File: config.mk
export PLATFORM = sky130hd
export DESIGN_NAME = ipsxe_floating_point_group_carry_serial_v1_0
export DESIGN_NICKNAME = d
export VERILOG_FILES = /design/src/rtl/ipsxe_floating_point_group_carry_serial_v1_0.sv
export SDC_FILE = /design/constraint.sdc
export NUM_CORES = 1
export LEC_CHECK = 0
export ABC_AREA = 1
export BUFFER_PORTS_ARGS = -buffer_cell sky130_fd_sc_hd__buf_2
export CAP_MARGIN = 20
export CORE_MARGIN = 4
export CORE_UTILIZATION = 50
export CTS_CLUSTER_DIAMETER = 60
export DETAILED_ROUTE_END_ITERATION = 8
export PLACE_DENSITY_LB_ADDON = 0.1
export SYNTH_ARGS = -nofsm -noshare
export SYNTH_HDL_FRONTEND = slang
export SYNTH_SLANG_ARGS = --single-unit
File: constraint.sdc
create_clock -name i_clk -period 7.75 [get_ports i_clk]
set_input_delay 0.3875 -clock i_clk [delete_from_list [all_inputs] [get_ports i_clk]]
set_output_delay 0.3875 -clock i_clk [all_outputs]
set_load 0.1 [all_outputs]
File: src/rtl/ipsxe_floating_point_group_carry_serial_v1_0.sv
// Group-serial mantissa adder: adds MAN_WIDTH+1-bit operands GROUP_WIDTH bits per clock, valid/ready on both sides.
// Optional subtract (A-B via inverted B and carry-in 1) when IPSXE_FLOATING_POINT_GROUP_SUB_EN is defined.
module ipsxe_floating_point_group_carry_serial_v1_0 #(
  parameter int MAN_WIDTH   = 52,
  parameter int GROUP_WIDTH = 9
) (
  input  logic               i_clk,
  input  logic               i_rst,
  input  logic               i_valid,
  output logic               o_ready,
  input  logic [MAN_WIDTH:0] i_a,
  input  logic [MAN_WIDTH:0] i_b,
  input  logic               i_sub,
  output logic               o_valid,
  input  logic               i_ready,
  output logic [MAN_WIDTH:0] o_sum,
  output logic               o_cout
);

  localparam int W    = MAN_WIDTH + 1;
  localparam int NGRP = (W + GROUP_WIDTH - 1) / GROUP_WIDTH;
  localparam int PW   = NGRP * GROUP_WIDTH;
  localparam int IW   = (NGRP > 1) ? $clog2(NGRP) : 1;
  localparam logic [IW-1:0] LAST_IDX = IW'(NGRP - 1);

  typedef enum logic [1:0] {IDLE, RUN, DONE} state_t;

  state_t               state_q, state_d;
  logic [PW-1:0]        a_q, b_q, res_q;
  logic                 carry_q;
  logic [IW-1:0]        idx_q;

  logic [W-1:0]         b_in;
  logic                 cin;
  logic                 accept, last_step;
  logic [GROUP_WIDTH:0] grp_sum;
  logic [PW+GROUP_WIDTH-1:0] res_cat;
  logic [PW-1:0]        res_next;
  logic [PW:0]          res_ext;

`ifdef IPSXE_FLOATING_POINT_GROUP_SUB_EN
  assign b_in = i_sub ? ~i_b : i_b;
  assign cin  = i_sub;
`else
  logic unused_sub;
  assign unused_sub = i_sub;
  assign b_in       = i_b;
  assign cin        = 1'b0;
`endif

  assign accept    = (state_q == IDLE) && i_valid;
  assign last_step = (state_q == RUN) && (idx_q == LAST_IDX);

  // Operands shift right one group per step, so group k always sits in the low bits.
  assign grp_sum  = {1'b0, a_q[GROUP_WIDTH-1:0]} + {1'b0, b_q[GROUP_WIDTH-1:0]}
                  + {{GROUP_WIDTH{1'b0}}, carry_q};
  assign res_cat  = {grp_sum[GROUP_WIDTH-1:0], res_q};
  assign res_next = res_cat[PW+GROUP_WIDTH-1:GROUP_WIDTH];
  // Bit W is a padding bit of the sum when padding exists, otherwise the final carry.
  assign res_ext  = {grp_sum[GROUP_WIDTH], res_next};

  always_ff @(posedge i_clk or posedge i_rst) begin
    if (i_rst) state_q <= IDLE;
    else       state_q <= state_d;
  end

  always_comb begin
    state_d = state_q;
    case (state_q)
      IDLE:    if (i_valid) state_d = RUN;
      RUN:     if (idx_q == LAST_IDX) state_d = DONE;
      DONE:    if (i_ready) state_d = IDLE;
      default: state_d = IDLE;
    endcase
  end

  always_comb begin
    o_ready = (state_q == IDLE);
    o_valid = (state_q == DONE);
  end

  always_ff @(posedge i_clk or posedge i_rst) begin
    if (i_rst) begin
      a_q     <= '0;
      b_q     <= '0;
      res_q   <= '0;
      carry_q <= 1'b0;
      idx_q   <= '0;
    end else if (accept) begin
      a_q     <= PW'(i_a);
      b_q     <= PW'(b_in);
      res_q   <= '0;
      carry_q <= cin;
      idx_q   <= '0;
    end else if (state_q == RUN) begin
      a_q     <= a_q >> GROUP_WIDTH;
      b_q     <= b_q >> GROUP_WIDTH;
      res_q   <= res_next;
      carry_q <= grp_sum[GROUP_WIDTH];
      idx_q   <= idx_q + IW'(1);
    end
  end

  always_ff @(posedge i_clk or posedge i_rst) begin
    if (i_rst) begin
      o_sum  <= '0;
      o_cout <= 1'b0;
    end else if (last_step) begin
      o_sum  <= res_next[W-1:0];
      o_cout <= res_ext[W];
    end
  end

endmodule

# Yosys cells after proc, flatten, opt, wreduce, memory -nomap -nowiden
# Index checks and enable logic that the tools add are counted.
[classes]
add_sub_neg = 3
n_eq_ne = 6
muxes = 14
n_reduce_logical = 5
[ops]
columns = ["operator", "count"]
rows = [
  ["$mux W54", 6],
  ["$add A10 B1 Y10", 1],
  ["$add A9 B9 Y10", 1],
  ["$mux W2", 3],
  ["$mux W3", 2],
  ["$pmux W2 S3", 1],
  ["$ne A2 B2 Y1 const B", 2],
  ["$add A3 B1 Y3 const B", 1],
  ["$eq A3 B3 Y1 const B", 1],
  ["$reduce_and A3 Y1", 1],
  ["$eq A2 B1 Y1 const B", 1],
  ["$eq A2 B2 Y1 const B", 1],
  ["$logic_and A1 B1 Y1", 2],
  ["$logic_not A2 Y1", 1],
  ["$mux W1", 2],
  ["$ne A2 B1 Y1 const B", 1],
  ["$reduce_bool A2 Y1", 1],
]
[word_totals]
reg_bits = 222
in_bits = 111
wordCells = 36

# Depth between registers and ports, before layout
[depth]
word_depth = 4
mapped_depth = 9

# Worst setup path after synthesis
# Ideal clock, no wire load.
[synth_path]
path_type = "register to output"
startpoint = "reg state_q[0]"
endpoint = "out o_valid"
arrival_ps = 1702
required_ps = 7363
path_slack_ps = 5660
path_stages_with_launch = 2
cell_sequence = "dfrtp_1 > nor2_1"
[synth_via]
elab_chain_cells = 1
[synth_rtl]
columns = ["item", "line", "rtl"]
rows = [
  ["start: declaration", "28", "state_t state_q, state_d;"],
  ["start signal: assignment", "64", "else state_q <= state_d;"],
  ["$eq A2 B2 Y1", "79", "o_valid = (state_q == DONE);"],
  ["end: declaration", "14", "output logic o_valid,"],
]
# No other way between the ends.

# Worst setup path in the final report
[layout_path]
startpoint = "reg state_q[1]"
endpoint = "reg b_q[24]"
[layout_via]
elab_chain_cells = 3
word_cells_on_any_way = 5
classes_between = "eq/ne: 1; mux: 1; reduce/logical: 3"
[layout_rtl]
columns = ["item", "line", "rtl"]
rows = [
  ["$logic_not A2 Y1", "51", "assign accept = (state_q == IDLE) && i_valid;"],
  ["$logic_and A1 B1 Y1", "51", ""],
  ["$mux W54 / $reduce_bool A2 Y1 (equally long branches)", "n/a", ""],
  ["end signal: assignment", "91", "b_q <= PW'(b_in);"],
  ["end signal: assignment", "97", "b_q <= b_q >> GROUP_WIDTH;"],
  ["end: declaration", "29", "logic [PW-1:0] a_q, b_q, res_q;"],
]
# Several ways; a longest one is shown, not always the timed one.
# A chain may end at the register's enable or synchronous reset.

==> results by group <==
Critical path
  – CP max FO: 79
  – CP max stage cell: buf_4
  – CP Data Arrival Time: 3.04 ns
  – Crit path kind: register to register
  – Top cell by count, worst path: nand2_4
  – Crit path required time: 8.07 ns
  – CP Cell Sequence: inv_1 -> nand2_4 -> nand2_4 -> buf_4 -> o221ai_1
  – Slowest cell delay on critical path: 0.72 ns
  – CP Launch Type: register
  – CP Capture Type: register

Route
  – Met3 wire length: 1.27 mm
  – Vias per cell: 5.06
  – Drt pass-1 iters: 4
  – Starting DRT DRC Count: 331
  – Drc violations: 0
  – Vias: 6512
  – Routed wire length: 19.9 mm
  – Met1 WL: 9.33 mm
  – Uppermost layer routed: met5
  – Drt wl/cell: 15.4 µm
  – DRT antenna net count: 0
  – Routed wl met2: 9.01 mm

Clock tree
  – CTS resizes: 0
  – # H-tree levels: 1
  – Post-CTS Setup Inserts: 0
  – Clock tree buffer depth: 3
  – CTS tree: built
  – Clock root buffer: clkbuf_16
  – Hold-fix buffers, CTS: 0
  – CTS Buf Count: 23
  – Clk slew on worst S/H paths: 0.06 ns
  – Clock Latency Late Sink: 0.50 ns
  – Clock sink total: 211

Layout
  – Fin nets: 1174
  – Layout area overhead: 18.0%
  – Final instance area: 10500 µm²
  – Share of cells above drive strength 1: 0.218

Logic synthesis
  – Post-Syn Instances: 905
  – Yosys cell types: 29
  – Synthesized flop and latch total: 211
  – Synth top area cells: dfrtp_1, nand2_1, inv_1
  – Mapped cell area: 8900 µm²
  – Synth warn: 0
  – Sequential area share after synthesis: 0.593
  – Mean post-synth cell area: 9.83 µm²
  – Yosys top cell area share: 0.593
  – Synth Flop Type: dfrtp_1
  – Post-synth EDFFs: 0
  – Most common cell in the netlist: nand2_1
  – Dominant cell type by area after synthesis: dfrtp_1
  – Most common library cells after synthesis: nand2_1, dfrtp_1, inv_1, o221ai_1, o22ai_1
  – Async SR Flop Fraction: 1.00
  – Mapped Nets: 1028

Flow run
  – Max-cap violations: 0

Outcome
  – Status: completed

Placement
  – Placed wire-length estimate: 12.6 mm
  – RePlAce Congestion: 0.830
  – Post-DP Area: 9730 µm²
  – IO Port Bufs: 165

Floorplanning
  – Die extent in y: 141 µm
  – IO Count: 167
  – CORE AREA: 17400 µm²
  – Site Rows: 48
  – Die W: 141 µm
  – Initial Utilization: 0.513
  – DIE AREA: 20000 µm²

GRT
  – Vias in the first global route: 6416
  – First-pass GRT wire length: 33.0 mm
  – Antenna violations before repair: 3
  – Largest net degree at the start of global routing: 131
  – Tot GR Track Use: 0.199
  – Gr ovfl total: 0

Worst hold path
  – Min-delay worst type: primary input to asynchronous set/reset pin

Timing
  – RSZ-0062 raised after global routing: no
  – Fin Clk Skew: 0.0173 ns
  – Hold Vio Cnt, Final: 0
  – Max_slew headroom: 0.314
  – Final slew viol count: 0
  – Final worst path period need: 2.72 ns
  – Max Clk Rate: 368 MHz
  – Setup Total Neg Slack: 0 ns
  – Setup violators final: 0
  – Final worst-path cycle share: 0.350
  – Least-Margin Pin Slew: 1.03 ns
==> worst max-delay path: cells and delay by family (launching register included) <==
| kind | cells | cell delay (ns) |
|---|---|---|
| flops | 1 | 0.39 |
| buf+inv | 2 | 0.85 |
| compound gates | 1 | 0.23 |
| simple gates | 2 | 0.99 |
==> logic make-up (layout without fill, tap and decap cells) <==
logic type | after synthesis | count (layout) | synth area share
compound gates | 213 | 213 | 0.166
buf+inv | 199 | 356 | 0.0990
fa+ha+maj | 12 | 12 | 0.0186
flops | 211 | 211 | 0.593
other cells | 0 | 1 | 0
xor+xnor | 3 | 3 | 0.00295
simple gates | 267 | 267 | 0.121
==> placed cells by master (no fill, tap or decap), types with 3 or more instances in the layout <==
| master | n |
|---|---|
| a21oi_1 | 5 |
| a22oi_1 | 9 |
| buf_16 | 3 |
| buf_2 | 165 |
| buf_4 | 5 |
| clkbuf_1 | 5 |
| clkbuf_16 | 23 |
| clkbuf_8 | 3 |
| clkinv_2 | 5 |
| dfrtp_1 | 211 |
| ha_1 | 10 |
| inv_1 | 143 |
| nand2_1 | 234 |
| nand2_4 | 3 |
| nand3_1 | 16 |
| nor2_1 | 9 |
| o211ai_1 | 27 |
| o21ai_0 | 30 |
| o21ai_1 | 30 |
| o21ai_2 | 18 |
| o221ai_1 | 52 |
| o22ai_1 | 40 |
==> path summary, 6_finish.rpt <==
path / startpoint / endpoint / slack, ns / cells past startpoint
worst max-delay path: state_q[1] / b_q[24] / 5.03 / 5
worst min-delay path: i_rst / o_sum[35] / 0.02 / 2
worst max register to register: state_q[1] / b_q[24] / 5.03 / 5
worst min register to register: idx_q[2] / idx_q[2] / 0.46 / 1
max in group asynchronous: i_rst / res_q[20] / 6.59 / 4
min in group i_clk: i_ready / state_q[1] / 0.08 / 2
==> registers in the layout, summed over array words and instances (netlist names) <==
register and count:
state_q 2, idx_q 3, res_q 45, o_cout 1, a_q 53, o_sum 53, carry_q 1, b_q 53
==> routing by layer <==
layer,track usage,vias up
met5,0,-
met3,0.0384,31
li1,-,3273
met2,0.312,149
met4,0.0419,4
met1,0.293,3055
==> stage by stage <==
stage / util / setup WS, ns / hold WS (ns) / cells
floorplan: - / 1.60 / 0.433 / 905
global placement: 0.560 / 4.93 / 0.445 / 1248
detailed placement: 0.560 / 4.85 / 0.453 / 1248
CTS: 0.600 / 4.82 / 0.0653 / 1284
global route: 0.605 / 4.76 / 0.0748 / 1287
finish: 0.605 / 5.03 / 0.0189 / 1288
==> area by class of cell <==
type	count	area (µm²)
clock inverter	5	52.6
fill	1557	6860
clock buffer	31	636
inverter	147	562
sequential	211	5280
antenna	1	2.50
multi-input combinational	495	2740
timing repair buffer	173	946
tap	225	282
Power is not shown: default switching activity piles up to over one toggle a cycle in this logic, so the estimate is an artifact.
